File: config.mk
export PLATFORM = sky130hd
export DESIGN_NAME = bias_relu_stage_layer1_flat
export DESIGN_NICKNAME = d
export VERILOG_FILES = /design/src/rtl/bias_relu_stage_layer1_pkg.sv /design/src/rtl/bias_relu_stage_layer1_if.sv /design/src/rtl/bias_relu_stage_layer1_sat.sv /design/src/rtl/bias_relu_stage_layer1.sv /design/src/flat_wrapper.sv
export SDC_FILE = /design/constraint.sdc
export NUM_CORES = 1
export LEC_CHECK = 0
export ABC_AREA = 1
export CAP_MARGIN = 40
export CELL_PAD_IN_SITES_DETAIL_PLACEMENT = 2
export CELL_PAD_IN_SITES_GLOBAL_PLACEMENT = 2
export CORE_MARGIN = 8
export CORE_UTILIZATION = 30
export CTS_BUF_LIST = sky130_fd_sc_hd__clkbuf_4 sky130_fd_sc_hd__clkbuf_8
export CTS_CLUSTER_SIZE = 28
export DETAILED_ROUTE_END_ITERATION = 8
export GPL_TIMING_DRIVEN = 1
export HOLD_SLACK_MARGIN = 0.06
export MAX_ROUTING_LAYER = met4
export PLACE_DENSITY = 0.79
export SYNTH_ARGS = -nofsm -noshare
export SYNTH_HDL_FRONTEND = slang
export SYNTH_HIERARCHICAL = 1
export SYNTH_SLANG_ARGS = --single-unit
File: constraint.sdc
create_clock -name clk -period 7.5 [get_ports clk]
set_input_delay 1.5 -clock clk [delete_from_list [all_inputs] [get_ports clk]]
set_output_delay 1.5 -clock clk [all_outputs]
set_load 0.01 [all_outputs]
File: src/rtl/bias_relu_stage_layer1_pkg.sv
// Shared definitions for the layer-1 bias + ReLU stage.
//   - FSM state codes (2-bit) and the typed state enum built on them.
//   - Default element widths and fixed-point shifts.
//   - sat_max(): largest positive value of a w-bit two's complement number.
package layer1_pkg;

  localparam int unsigned DefW         = 8;
  localparam int unsigned DefAccW      = 20;
  localparam int unsigned DefBiasShift = 4;
  localparam int unsigned DefOutShift  = 4;

  localparam logic [1:0] IDLE = 2'd0;
  localparam logic [1:0] WAIT = 2'd1;
  localparam logic [1:0] RUN  = 2'd2;
  localparam logic [1:0] DONE = 2'd3;

  typedef enum logic [1:0] {
    StIdle = IDLE,
    StWait = WAIT,
    StRun  = RUN,
    StDone = DONE
  } state_e;

  function automatic int unsigned sat_max(int unsigned w);
    return (32'd1 << (w - 32'd1)) - 32'd1;
  endfunction

endpackage

File: src/rtl/bias_relu_stage_layer1_if.sv
// Handshake/data bundle between the layer-1 producers (bias loader, MAC array)
// and the bias + ReLU stage.
//   start      : begin a new pass
//   bias_in    : packed biases, element i at [i*W +: W]
//   bias_done  : loader done level, bias_in valid while high
//   acc_in     : packed accumulators, element i at [i*ACC_W +: ACC_W]
//   acc_valid  : acc_in valid this cycle
//   data_out   : packed activations for layer 2
//   busy/done  : stage status
// master drives the inputs of the stage; slave is the stage itself.
interface bias_relu_stage_layer1_if
  import layer1_pkg::*;
#(
  parameter int unsigned OUT_SIZE = 8,
  parameter int unsigned W        = DefW,
  parameter int unsigned ACC_W    = DefAccW
);

  logic                      start;
  logic [OUT_SIZE*W-1:0]     bias_in;
  logic                      bias_done;
  logic [OUT_SIZE*ACC_W-1:0] acc_in;
  logic                      acc_valid;
  logic [OUT_SIZE*W-1:0]     data_out;
  logic                      busy;
  logic                      done;

  modport master (
    output start, bias_in, bias_done, acc_in, acc_valid,
    input  data_out, busy, done
  );

  modport slave (
    input  start, bias_in, bias_done, acc_in, acc_valid,
    output data_out, busy, done
  );

endinterface

File: src/rtl/bias_relu_stage_layer1_sat.sv
// bias_relu_sat: combinational per-neuron datapath.
//   acc_i : ACC_W-bit signed accumulator
//   bias_i: W-bit signed bias
//   y_o   : W-bit activation, clamp(relu(acc + (bias << BIAS_SHIFT)) >>> OUT_SHIFT)
// Optional macro BIAS_RELU_ROUND_EN: round half up before the output shift.
module bias_relu_sat
  import layer1_pkg::*;
#(
  parameter int unsigned W          = DefW,
  parameter int unsigned ACC_W      = DefAccW,
  parameter int unsigned BIAS_SHIFT = DefBiasShift,
  parameter int unsigned OUT_SHIFT  = DefOutShift
) (
  input  logic [ACC_W-1:0] acc_i,
  input  logic [W-1:0]     bias_i,
  output logic [W-1:0]     y_o
);

  // Two guard bits keep acc + aligned bias (+ rounding) from wrapping.
  localparam int unsigned SW = ACC_W + 2;
  localparam logic signed [SW-1:0] SatMax = SW'(sat_max(W));
`ifdef BIAS_RELU_ROUND_EN
  localparam logic signed [SW-1:0] RoundAdd = SW'((OUT_SHIFT == 0) ? 0 : (2 ** OUT_SHIFT) / 2);
`endif

  logic signed [SW-1:0] acc_ext;
  logic signed [SW-1:0] bias_ext;
  logic signed [SW-1:0] sum;
  logic signed [SW-1:0] relu;
  logic signed [SW-1:0] pre;
  logic signed [SW-1:0] shr;

  always_comb begin
    acc_ext  = {{(SW - ACC_W){acc_i[ACC_W-1]}}, acc_i};
    bias_ext = {{(SW - W){bias_i[W-1]}}, bias_i};
    bias_ext = bias_ext <<< BIAS_SHIFT;
    sum      = acc_ext + bias_ext;
    relu     = sum[SW-1] ? '0 : sum;
`ifdef BIAS_RELU_ROUND_EN
    pre      = relu + RoundAdd;
`else
    pre      = relu;
`endif
    shr      = pre >>> OUT_SHIFT;
    // shr is never negative, so only the upper bound needs clamping.
    y_o      = (shr > SatMax) ? SatMax[W-1:0] : shr[W-1:0];
  end

endmodule

File: src/rtl/bias_relu_stage_layer1.sv
// Layer-1 bias + ReLU stage. Snapshots the loader's bias vector and the MAC
// accumulator vector, then produces one saturated activation per cycle into a
// packed output register for layer 2.
//   clk, rst_n : clock, asynchronous active-low reset
//   bus_if     : slave side of bias_relu_stage_layer1_if (start, bias_in,
//                bias_done, acc_in, acc_valid in; data_out, busy, done out)
// Optional macro BIAS_RELU_ROUND_EN (see bias_relu_sat): round half up.
module bias_relu_stage_layer1
  import layer1_pkg::*;
#(
  parameter int unsigned OUT_SIZE   = 8,
  parameter int unsigned W          = DefW,
  parameter int unsigned ACC_W      = DefAccW,
  parameter int unsigned BIAS_SHIFT = DefBiasShift,
  parameter int unsigned OUT_SHIFT  = DefOutShift,
  parameter int unsigned IDX_W      = 4
) (
  input logic clk,
  input logic rst_n,
  bias_relu_stage_layer1_if.slave bus_if
);

  state_e                    state_q, state_d;
  logic [IDX_W-1:0]          idx_q, idx_d;
  logic [OUT_SIZE*W-1:0]     bias_q, bias_d;
  logic [OUT_SIZE*ACC_W-1:0] acc_q, acc_d;
  logic [OUT_SIZE*W-1:0]     data_q, data_d;
  logic                      bias_seen_q, bias_seen_d;
  logic                      acc_seen_q, acc_seen_d;

  logic [ACC_W-1:0]          cur_acc;
  logic [W-1:0]              cur_bias;
  logic [W-1:0]              cur_y;

  // Select the snapshot element addressed by idx_q.
  always_comb begin
    cur_acc  = '0;
    cur_bias = '0;
    for (int i = 0; i < OUT_SIZE; i++) begin
      if (idx_q == IDX_W'(i)) begin
        cur_acc  = acc_q[i*ACC_W +: ACC_W];
        cur_bias = bias_q[i*W +: W];
      end
    end
  end

  bias_relu_sat #(
    .W          (W),
    .ACC_W      (ACC_W),
    .BIAS_SHIFT (BIAS_SHIFT),
    .OUT_SHIFT  (OUT_SHIFT)
  ) u_sat (
    .acc_i  (cur_acc),
    .bias_i (cur_bias),
    .y_o    (cur_y)
  );

  always_comb begin
    state_d     = state_q;
    idx_d       = idx_q;
    bias_d      = bias_q;
    acc_d       = acc_q;
    data_d      = data_q;
    bias_seen_d = bias_seen_q;
    acc_seen_d  = acc_seen_q;

    unique case (state_q)
      StIdle, StDone: begin
        if (bus_if.start) begin
          state_d     = StWait;
          bias_seen_d = 1'b0;
          acc_seen_d  = 1'b0;
        end
      end
      StWait: begin
        if (bus_if.bias_done) begin
          bias_d      = bus_if.bias_in;
          bias_seen_d = 1'b1;
        end
        if (bus_if.acc_valid) begin
          acc_d      = bus_if.acc_in;
          acc_seen_d = 1'b1;
        end
        // Uses next-state flags so both arriving in one cycle exits at once.
        if (bias_seen_d && acc_seen_d) begin
          state_d = StRun;
          idx_d   = '0;
        end
      end
      StRun: begin
        for (int i = 0; i < OUT_SIZE; i++) begin
          if (idx_q == IDX_W'(i)) begin
            data_d[i*W +: W] = cur_y;
          end
        end
        if (idx_q == IDX_W'(OUT_SIZE - 1)) begin
          state_d = StDone;
        end else begin
          idx_d = idx_q + IDX_W'(1);
        end
      end
      default: state_d = StIdle;
    endcase
  end

  always_ff @(posedge clk or negedge rst_n) begin
    if (!rst_n) begin
      state_q     <= StIdle;
      idx_q       <= '0;
      bias_q      <= '0;
      acc_q       <= '0;
      data_q      <= '0;
      bias_seen_q <= 1'b0;
      acc_seen_q  <= 1'b0;
    end else begin
      state_q     <= state_d;
      idx_q       <= idx_d;
      bias_q      <= bias_d;
      acc_q       <= acc_d;
      data_q      <= data_d;
      bias_seen_q <= bias_seen_d;
      acc_seen_q  <= acc_seen_d;
    end
  end

  assign bus_if.data_out = data_q;
  assign bus_if.busy     = (state_q == StWait) || (state_q == StRun);
  assign bus_if.done     = (state_q == StDone);

endmodule

File: src/flat_wrapper.sv
// flat-port wrapper written by rule: the top's interface ports become plain ports
module bias_relu_stage_layer1_flat import layer1_pkg::*;
#(
  parameter int unsigned OUT_SIZE   = 8,
  parameter int unsigned W          = DefW,
  parameter int unsigned ACC_W      = DefAccW,
  parameter int unsigned BIAS_SHIFT = DefBiasShift,
  parameter int unsigned OUT_SHIFT  = DefOutShift,
  parameter int unsigned IDX_W      = 4
)
  (clk, rst_n, bus_if_start, bus_if_bias_in, bus_if_bias_done, bus_if_acc_in, bus_if_acc_valid, bus_if_data_out, bus_if_busy, bus_if_done);
  bias_relu_stage_layer1_if #(.OUT_SIZE(OUT_SIZE), .W(W), .ACC_W(ACC_W)) bus_if_i ();
  input logic clk;
  input logic rst_n;
  input wire logic [$bits(bus_if_i.start)-1:0] bus_if_start;
  input wire logic [$bits(bus_if_i.bias_in)-1:0] bus_if_bias_in;
  input wire logic [$bits(bus_if_i.bias_done)-1:0] bus_if_bias_done;
  input wire logic [$bits(bus_if_i.acc_in)-1:0] bus_if_acc_in;
  input wire logic [$bits(bus_if_i.acc_valid)-1:0] bus_if_acc_valid;
  output wire logic [$bits(bus_if_i.data_out)-1:0] bus_if_data_out;
  output wire logic [$bits(bus_if_i.busy)-1:0] bus_if_busy;
  output wire logic [$bits(bus_if_i.done)-1:0] bus_if_done;
  assign bus_if_i.start = bus_if_start;
  assign bus_if_i.bias_in = bus_if_bias_in;
  assign bus_if_i.bias_done = bus_if_bias_done;
  assign bus_if_i.acc_in = bus_if_acc_in;
  assign bus_if_i.acc_valid = bus_if_acc_valid;
  assign bus_if_data_out = bus_if_i.data_out;
  assign bus_if_busy = bus_if_i.busy;
  assign bus_if_done = bus_if_i.done;
  bias_relu_stage_layer1 #(.OUT_SIZE(OUT_SIZE), .W(W), .ACC_W(ACC_W), .BIAS_SHIFT(BIAS_SHIFT), .OUT_SHIFT(OUT_SHIFT), .IDX_W(IDX_W)) u_core (.clk(clk), .rst_n(rst_n), .bus_if(bus_if_i));
endmodule
==> flow_metrics.tcl, run 1 <==
set metrics [dict create \
    path_class "reg2reg" \
    fin_crit_sh 0.751 \
    cts_buffer_depth 3 \
    path_buf_inv 8 \
    drtPass1Iterations 4 \
    cts_root_buffer "clkbuf_8" \
    grt_pass1_vias 13400 \
    final_cell_mix "nand2_1, dfrtp_1, clkdlybuf4s50_1" \
    core_sq_um 45300 \
    die_height_um 230 \
    port_buffers 262 \
    grt_pass1_wl_um 77000 \
    grt-ovfl-total 0 \
    tightest_slew_ns 0.976 \
    place.gp.congestion 0.790 \
    holdCritPathClass "reg2reg" \
    ioPinCount 295 \
    grt_usage 0.189 \
    critical-path-top-delay-family "simple AND/OR/NAND/NOR gates" \
    drt_iter0_drc 547 \
    status "complete, no violations" \
    clock-sinks 264 \
    synth.net_count 1873 \
    required_ns 7.96 \
    grt_max_degree 144 \
    cp.arrival_ns 6.09 \
    drc_errors 0 \
    yosysWarnings 6 \
    holdBufCountCts 0 \
    ant_nets 0 \
    antenna_found_initial 4 \
    syn_area_sq_um 13800 \
    slowest_delay_ns 0.48 \
    setup_violations 0 \
    start_util 0.304 \
    skew_ns 0.0289 \
    rsz0062_at_grt "no" \
    slowest_stage "nor2_4" \
    ctsHtreeMaxLevel 2 \
    viasPerCell 4.73 \
    critical_path.max_fanout 50 \
    cpMostUsedCell "nand2_1" \
    fin_crit_ns 5.63 \
    wl_um 48500 \
    slew_violations 0 \
    clock_latency_ns 0.63 \
    relSlewSlack 0.349 \
    post_cts_buffers 0 \
    critPathCaptureType "flop" \
    syn_to_final_growth_pct 30.8 \
    num_rows 78 \
    numCtsBuffers 49 \
    tns_ns 0 \
    fmax_mhz 178 \
    die_area_sq_um 53000 \
    final_common_cell "nand2_1" \
    wl_per_cell_um 19.4 \
    cts.reportedPaths.clkPinSlew_ns 0.06 \
    syn_inst 1619 \
    die_w_um 230 \
    dp_hpwl_um 35700 \
    start_kind "flop" \
    max_cap_viol_count 0 \
    cts_resized 0 \
    hold_viol 0 \
    drive_above_1_share 0.159 \
    num-nets-final 2109 \
    cts_tree "done" \
    via_count 11800 \
    synth_area_per_cell_sq_um 8.49 \
]
==> metal layers <==
metal,part of all wire,track usage,up-vias
met3,0.043,0.0363,80
met5,0,-,-
met4,0.029,0.0634,0
met2,0.49,0.315,275
met1,0.44,0.227,5855
li1,-,-,5584
==> flip-flops by register name, indices dropped and copies added (netlist names) <==
signal	cells
u_core/acc_q	128
u_core/acc_seen_q	1
u_core/bias_q	64
u_core/bias_seen_q	1
u_core/bus_if.data_out	64
u_core/idx_q	4
u_core/state_q	2
==> area by class of cell <==
class | instances | area [sq um]
diodes | 4 | 10.0
clock buffers | 82 | 1030
clock inverters | 4 | 30.0
fillers | 5027 | 27300
inverters | 163 | 612
multi-input cells | 1101 | 6170
flip-flops and latches | 264 | 6610
well taps | 600 | 751
repair buffers | 276 | 2790
==> per-stage QoR <==
stage          std cells  utilization  area, sq um  setup slack (ns)  hold slack [ns]
6_report            2494        0.397        18000              1.87            0.483
5_1_grt             2494        0.397        18000              1.27            0.510
4_1_cts             2490        0.397        18000              1.77            0.488
3_5_place_dp        2404        0.374        16900              1.85            0.473
3_3_place_gp        2401        0.372        16900              2.08            0.466
2_1_floorplan       1619            -        13800              4.05            0.454
==> final timing paths <==
kind / from / to / slack [ns] / cells after the start
max: u_core/idx_q[1] / u_core/bus_if.data_out[36] / 1.87 / 29
min: u_core/bus_if.data_out[54] / u_core/bus_if.data_out[54] / 0.48 / 2
max reg2reg: u_core/idx_q[1] / u_core/bus_if.data_out[36] / 1.87 / 29
min reg2reg: u_core/bus_if.data_out[54] / u_core/bus_if.data_out[54] / 0.48 / 2
max in group asynchronous: rst_n / u_core/acc_q[36] / 5.16 / 2
min in group asynchronous: rst_n / u_core/bias_q[3] / 0.95 / 1
==> worst reg2reg max path, delay by kind of cell, from the launching register on <==
family | cells | cell delay [ns]
adders and majority gates | 3 | 0.84
and+or+nand+nor | 17 | 2.23
DFF | 1 | 0.41
buffers and inverters | 8 | 1.81
AOI/OAI and AO/OA | 1 | 0.17
Power of run 1 is not shown: default switching activity piles up to over one toggle a cycle in this logic, so the estimate is an artifact.
==> run 2, diff against run 1 <==
--- a/config.mk
+++ b/config.mk
@@ -10,14 +10,14 @@
 export CELL_PAD_IN_SITES_DETAIL_PLACEMENT = 2
 export CELL_PAD_IN_SITES_GLOBAL_PLACEMENT = 2
 export CORE_MARGIN = 8
-export CORE_UTILIZATION = 30
+export CORE_UTILIZATION = 29
 export CTS_BUF_LIST = sky130_fd_sc_hd__clkbuf_4 sky130_fd_sc_hd__clkbuf_8
 export CTS_CLUSTER_SIZE = 28
 export DETAILED_ROUTE_END_ITERATION = 8
 export GPL_TIMING_DRIVEN = 1
 export HOLD_SLACK_MARGIN = 0.06
 export MAX_ROUTING_LAYER = met4
-export PLACE_DENSITY = 0.79
+export PLACE_DENSITY = 0.8
 export SYNTH_ARGS = -nofsm -noshare
 export SYNTH_HDL_FRONTEND = slang
 export SYNTH_HIERARCHICAL = 1
==> constraint.sdc (replaced) <==
create_clock -name clk -period 5.1 [get_ports clk]
set_input_delay 1.02 -clock clk [delete_from_list [all_inputs] [get_ports clk]]
set_output_delay 1.02 -clock clk [all_outputs]
set_load 0.01 [all_outputs]
==> flow_metrics.tcl, run 2 (same netlist as run 1, synthesis figures left out) <==
set metrics [dict create \
    fmax_mhz 215 \
    tightest_slew_ns 1.00 \
    cpMostUsedCell "nand2_1" \
    final_cell_mix "nand2_1, dfrtp_1, clkdlybuf4s50_1" \
    cts_buffer_depth 3 \
    cts.reportedPaths.clkPinSlew_ns 0.07 \
    wl_per_cell_um 20.2 \
    hold_viol 0 \
    path_buf_inv 5 \
    clock_latency_ns 0.62 \
    fill_cells 5282 \
    num_rows 80 \
    r2r_setup_slack_ns 0.46 \
    grt-ovfl-total 0 \
    largest_reg_flops 128 \
    drive_above_1_share 0.166 \
    largest_register "u_core/acc_q" \
    critical_path.max_fanout 24 \
    required_ns 5.59 \
    skew_ns 0.0241 \
    slew_violations 0 \
    die_height_um 234 \
    multi_input_area_sq_um 6200 \
    holdCritPathClass "in2async" \
    antenna_found_initial 8 \
    place.gp.congestion 0.826 \
    holdBufCountCts 0 \
    grt_pass1_vias 13800 \
    dpl.cell_count 2426 \
    cts_tree "done" \
    path_class "reg2reg" \
    max_cap_viol_count 0 \
    grt_usage 0.191 \
    status "complete, no violations" \
    tns_ns 0 \
    rr_startpoint "u_core/idx_q[0]" \
    ioPinCount 295 \
    die_area_sq_um 54600 \
    via_count 12000 \
    final_common_cell "nand2_1" \
    grt_pass1_wl_um 78600 \
    wl_um 50900 \
    rr_worst_depth 27 \
    start_kind "flop" \
    syn_to_final_growth_pct 32.0 \
    slowest_delay_ns 0.45 \
    fin_crit_sh 0.910 \
    regArea_sq_um 6610 \
    core_sq_um 47200 \
    critPathCaptureType "flop" \
    die_w_um 234 \
    num-nets-final 2118 \
    rsz0062_at_grt "no" \
    drt_iter0_drc 626 \
    timing.rr.end "u_core/bus_if.data_out[17]" \
    ant_nets 0 \
    slowest_stage "dfrtp_1" \
    drtPass1Iterations 4 \
    numCtsBuffers 48 \
    relSlewSlack 0.332 \
    fin_crit_ns 4.64 \
    clock-sinks 264 \
    viasPerCell 4.75 \
    critical-path-top-delay-family "simple AND/OR/NAND/NOR gates" \
    port_buffers 262 \
    drc_errors 0 \
    cp.arrival_ns 5.13 \
    grt_max_degree 122 \
    cts_root_buffer "clkbuf_8" \
    start_util 0.291 \
    dp_hpwl_um 37500 \
    setup_violations 0 \
    ctsHtreeMaxLevel 2 \
    stdcell_count 2523 \
]
[run 2: cell count changes in the layout (fill, tap and decap cells not counted), sizes merged]
cell      previous run  this run
buf                 15        25
clkinvlp             0         3
diode                4         9
inv                164       160
bufinv               0         1
clkinv               3         6
clkbuf              82        78
[run 2: worst max-delay path by stage]
stage	startpoint	to	slack (ns)	cells past startpoint
2_1_floorplan	u_core/idx_q[0]	u_core/bus_if.data_out[40]	1.65	30
3_3_place_gp	u_core/idx_q[1]	u_core/bus_if.data_out[42]	0.35	24
3_5_place_dp	u_core/idx_q[1]	u_core/bus_if.data_out[18]	0.10	25
4_1_cts	u_core/idx_q[1]	u_core/bus_if.data_out[18]	0.06	25
5_1_grt	u_core/idx_q[0]	u_core/bus_if.data_out[18]	0.10	27
6_report	u_core/idx_q[0]	u_core/bus_if.data_out[17]	0.46	27
[run 2: area by class of cell]
| cell class | count | area share |
|---|---|---|
| sequential | 264 | 0.364 |
| multi-input combinational | 1101 | 0.341 |
| timing repair buffer | 286 | 0.161 |
| clock buffer | 78 | 0.0519 |
| tap | 615 | 0.0424 |
| inverter | 163 | 0.0345 |
| clock inverter | 7 | 0.00365 |
| antenna | 9 | 0.00124 |
[run 2: per-stage QoR]
stage	area, sq um	utilization	worst slack (ns)	hold slack (ns)
after detailed placement	17000	0.361	0.104	0.475
final	18200	0.384	0.458	0.462
after CTS	18000	0.382	0.0601	0.492
after global placement	17000	0.360	0.348	0.465
after floorplan	13800	-	1.65	0.454
after global routing	18100	0.384	0.103	0.515
[run 2: repair_timing]
action / CTS / global route
endpoints found under the hold margin: 0 / 0
resized for setup: 0 / 14
endpoints found under the setup margin: 0 / 56
setup buffers: 0 / 3
[run 2: layer usage]
metal  share of wire  up-vias  track usage
li1                -     5604            -
met4           0.038        0       0.0794
met5               0        -            -
met2            0.50      274        0.331
met1            0.42     6003        0.216
met3           0.043      107       0.0360
Power of run 2 is left out for the same reason.
==> run 3, diff against run 2 <==
--- a/config.mk
+++ b/config.mk
@@ -6,12 +6,12 @@
 export NUM_CORES = 1
 export LEC_CHECK = 0
 export ABC_AREA = 1
-export CAP_MARGIN = 40
+export CAP_MARGIN = 10
 export CELL_PAD_IN_SITES_DETAIL_PLACEMENT = 2
 export CELL_PAD_IN_SITES_GLOBAL_PLACEMENT = 2
 export CORE_MARGIN = 8
 export CORE_UTILIZATION = 29
-export CTS_BUF_LIST = sky130_fd_sc_hd__clkbuf_4 sky130_fd_sc_hd__clkbuf_8
+export CTS_BUF_LIST = sky130_fd_sc_hd__clkbuf_8
 export CTS_CLUSTER_SIZE = 28
 export DETAILED_ROUTE_END_ITERATION = 8
 export GPL_TIMING_DRIVEN = 1
==> flow_metrics.tcl, run 3 (same netlist as run 1, synthesis figures left out) <==
set metrics [dict create \
    critical_path.max_fanout 24 \
    start_util 0.291 \
    slew_violations 0 \
    final_cell_mix "nand2_1, dfrtp_1, clkdlybuf4s50_1" \
    slowest_delay_ns 0.44 \
    wl_um 50200 \
    cts_tree "done" \
    critPathCaptureType "flop" \
    tightest_slew_ns 0.989 \
    fmax_mhz 218 \
    holdCritPathClass "reg2reg" \
    grt-ovfl-total 0 \
    relSlewSlack 0.341 \
    final_common_cell "nand2_1" \
    num_rows 80 \
    cp.arrival_ns 5.08 \
    skew_ns 0.0156 \
    drive_above_1_share 0.158 \
    die_area_sq_um 54600 \
    drtPass1Iterations 4 \
    fin_crit_sh 0.901 \
    cts.reportedPaths.clkPinSlew_ns 0.06 \
    largest_reg_flops 128 \
    regArea_sq_um 6610 \
    slowest_stage "dfrtp_1" \
    core_sq_um 47200 \
    drt_iter0_drc 566 \
    fill_cells 5232 \
    hold_viol 0 \
    syn_to_final_growth_pct 31.2 \
    viasPerCell 4.72 \
    die_w_um 234 \
    grt_usage 0.188 \
    grt_pass1_wl_um 77000 \
    path_class "reg2reg" \
    multi_input_area_sq_um 6200 \
    cpMostUsedCell "nand2_1" \
    status "complete, no violations" \
    via_count 11900 \
    cts_root_buffer "clkbuf_8" \
    fin_crit_ns 4.60 \
    start_kind "flop" \
    setup_violations 0 \
    ioPinCount 295 \
    cts_buffer_depth 3 \
    final_util 0.382 \
    place.gp.congestion 0.826 \
    grt_pass1_vias 13600 \
    clock_latency_ns 0.61 \
    port_buffers 262 \
    ant_nets 0 \
    drc_errors 0 \
    clock-sinks 264 \
    numCtsBuffers 48 \
    ctsHtreeMaxLevel 2 \
    tns_ns 0 \
    rsz0062_at_grt "no" \
    dp_hpwl_um 37200 \
    max_cap_viol_count 0 \
    largest_register "u_core/acc_q" \
    antenna_found_initial 9 \
    wl_per_cell_um 19.9 \
    grt_max_degree 122 \
    die_height_um 234 \
    num-nets-final 2115 \
    required_ns 5.58 \
]
run 3: changes by cell type in the layout (fill, tap and decap cells not counted), sizes merged:
cell | previous run | this run
buf | 25 | 22
bufinv | 1 | 0
clkinvlp | 3 | 4
clkinv | 6 | 10
inv | 160 | 177
clkbuf | 78 | 60
run 3: area by class of cell:
type / instances / area share
inverter: 163 / 0.0344
sequential: 264 / 0.366
timing repair buffer: 283 / 0.159
multi-input combinational: 1101 / 0.344
clock buffer: 60 / 0.0458
clock inverter: 28 / 0.00707
tap: 615 / 0.0427
antenna: 9 / 0.00125
run 3: path summary, 6_finish.rpt:
check | from | to | slack (ns) | cells after the start
setup / recovery | u_core/idx_q[0] | u_core/bus_if.data_out[2] | 0.50 | 30
hold / removal | u_core/bias_seen_q | u_core/bias_seen_q | 0.49 | 2
setup reg to reg | u_core/idx_q[0] | u_core/bus_if.data_out[2] | 0.50 | 30
hold reg to reg | u_core/bias_seen_q | u_core/bias_seen_q | 0.49 | 2
max in group asynchronous | rst_n | u_core/bias_q[40] | 3.46 | 2
min in group asynchronous | rst_n | u_core/bias_q[0] | 0.52 | 1
run 3: metrics by stage:
step	hold WS, ns	instances	instance area (sq um)	setup slack, ns
after floorplan	0.454	1619	13800	1.65
after CTS	0.492	2512	17900	0.0874
after global routing	0.517	2523	18000	0.121
final	0.488	2523	18000	0.502
after global placement	0.465	2424	17000	0.348
after detailed placement	0.479	2424	17000	0.120
run 3: routing by layer:
metal / track usage / routed length (um) / up-vias / share of wire
met2: 0.325 / 25200 / 268 / 0.50
met5: - / 0 / - / 0
met3: 0.0387 / 2320 / 95 / 0.046
met4: 0.0627 / 1520 / 0 / 0.030
met1: 0.216 / 21200 / 5941 / 0.42
li1: - / - / 5610 / -
run 3: worst max-delay path: cells and delay by family (launching register included):
kind	cells	cell delay [ns]
AO/OA/AOI/OAI	1	0.30
flip-flops	1	0.44
adder cells (fa/ha/maj)	3	0.90
buffers and inverters	6	0.90
AND/OR/NAND/NOR	20	1.90
run 3: timing repair:
action / in CTS / in global routing
endpoints found under the setup margin: 0 / 56
setup buffers: 0 / 2
endpoints found under the hold margin: 0 / 0
gates resized for setup: 0 / 14
hold buffers: 0 / 0
Power of run 3 is left out for the same reason.
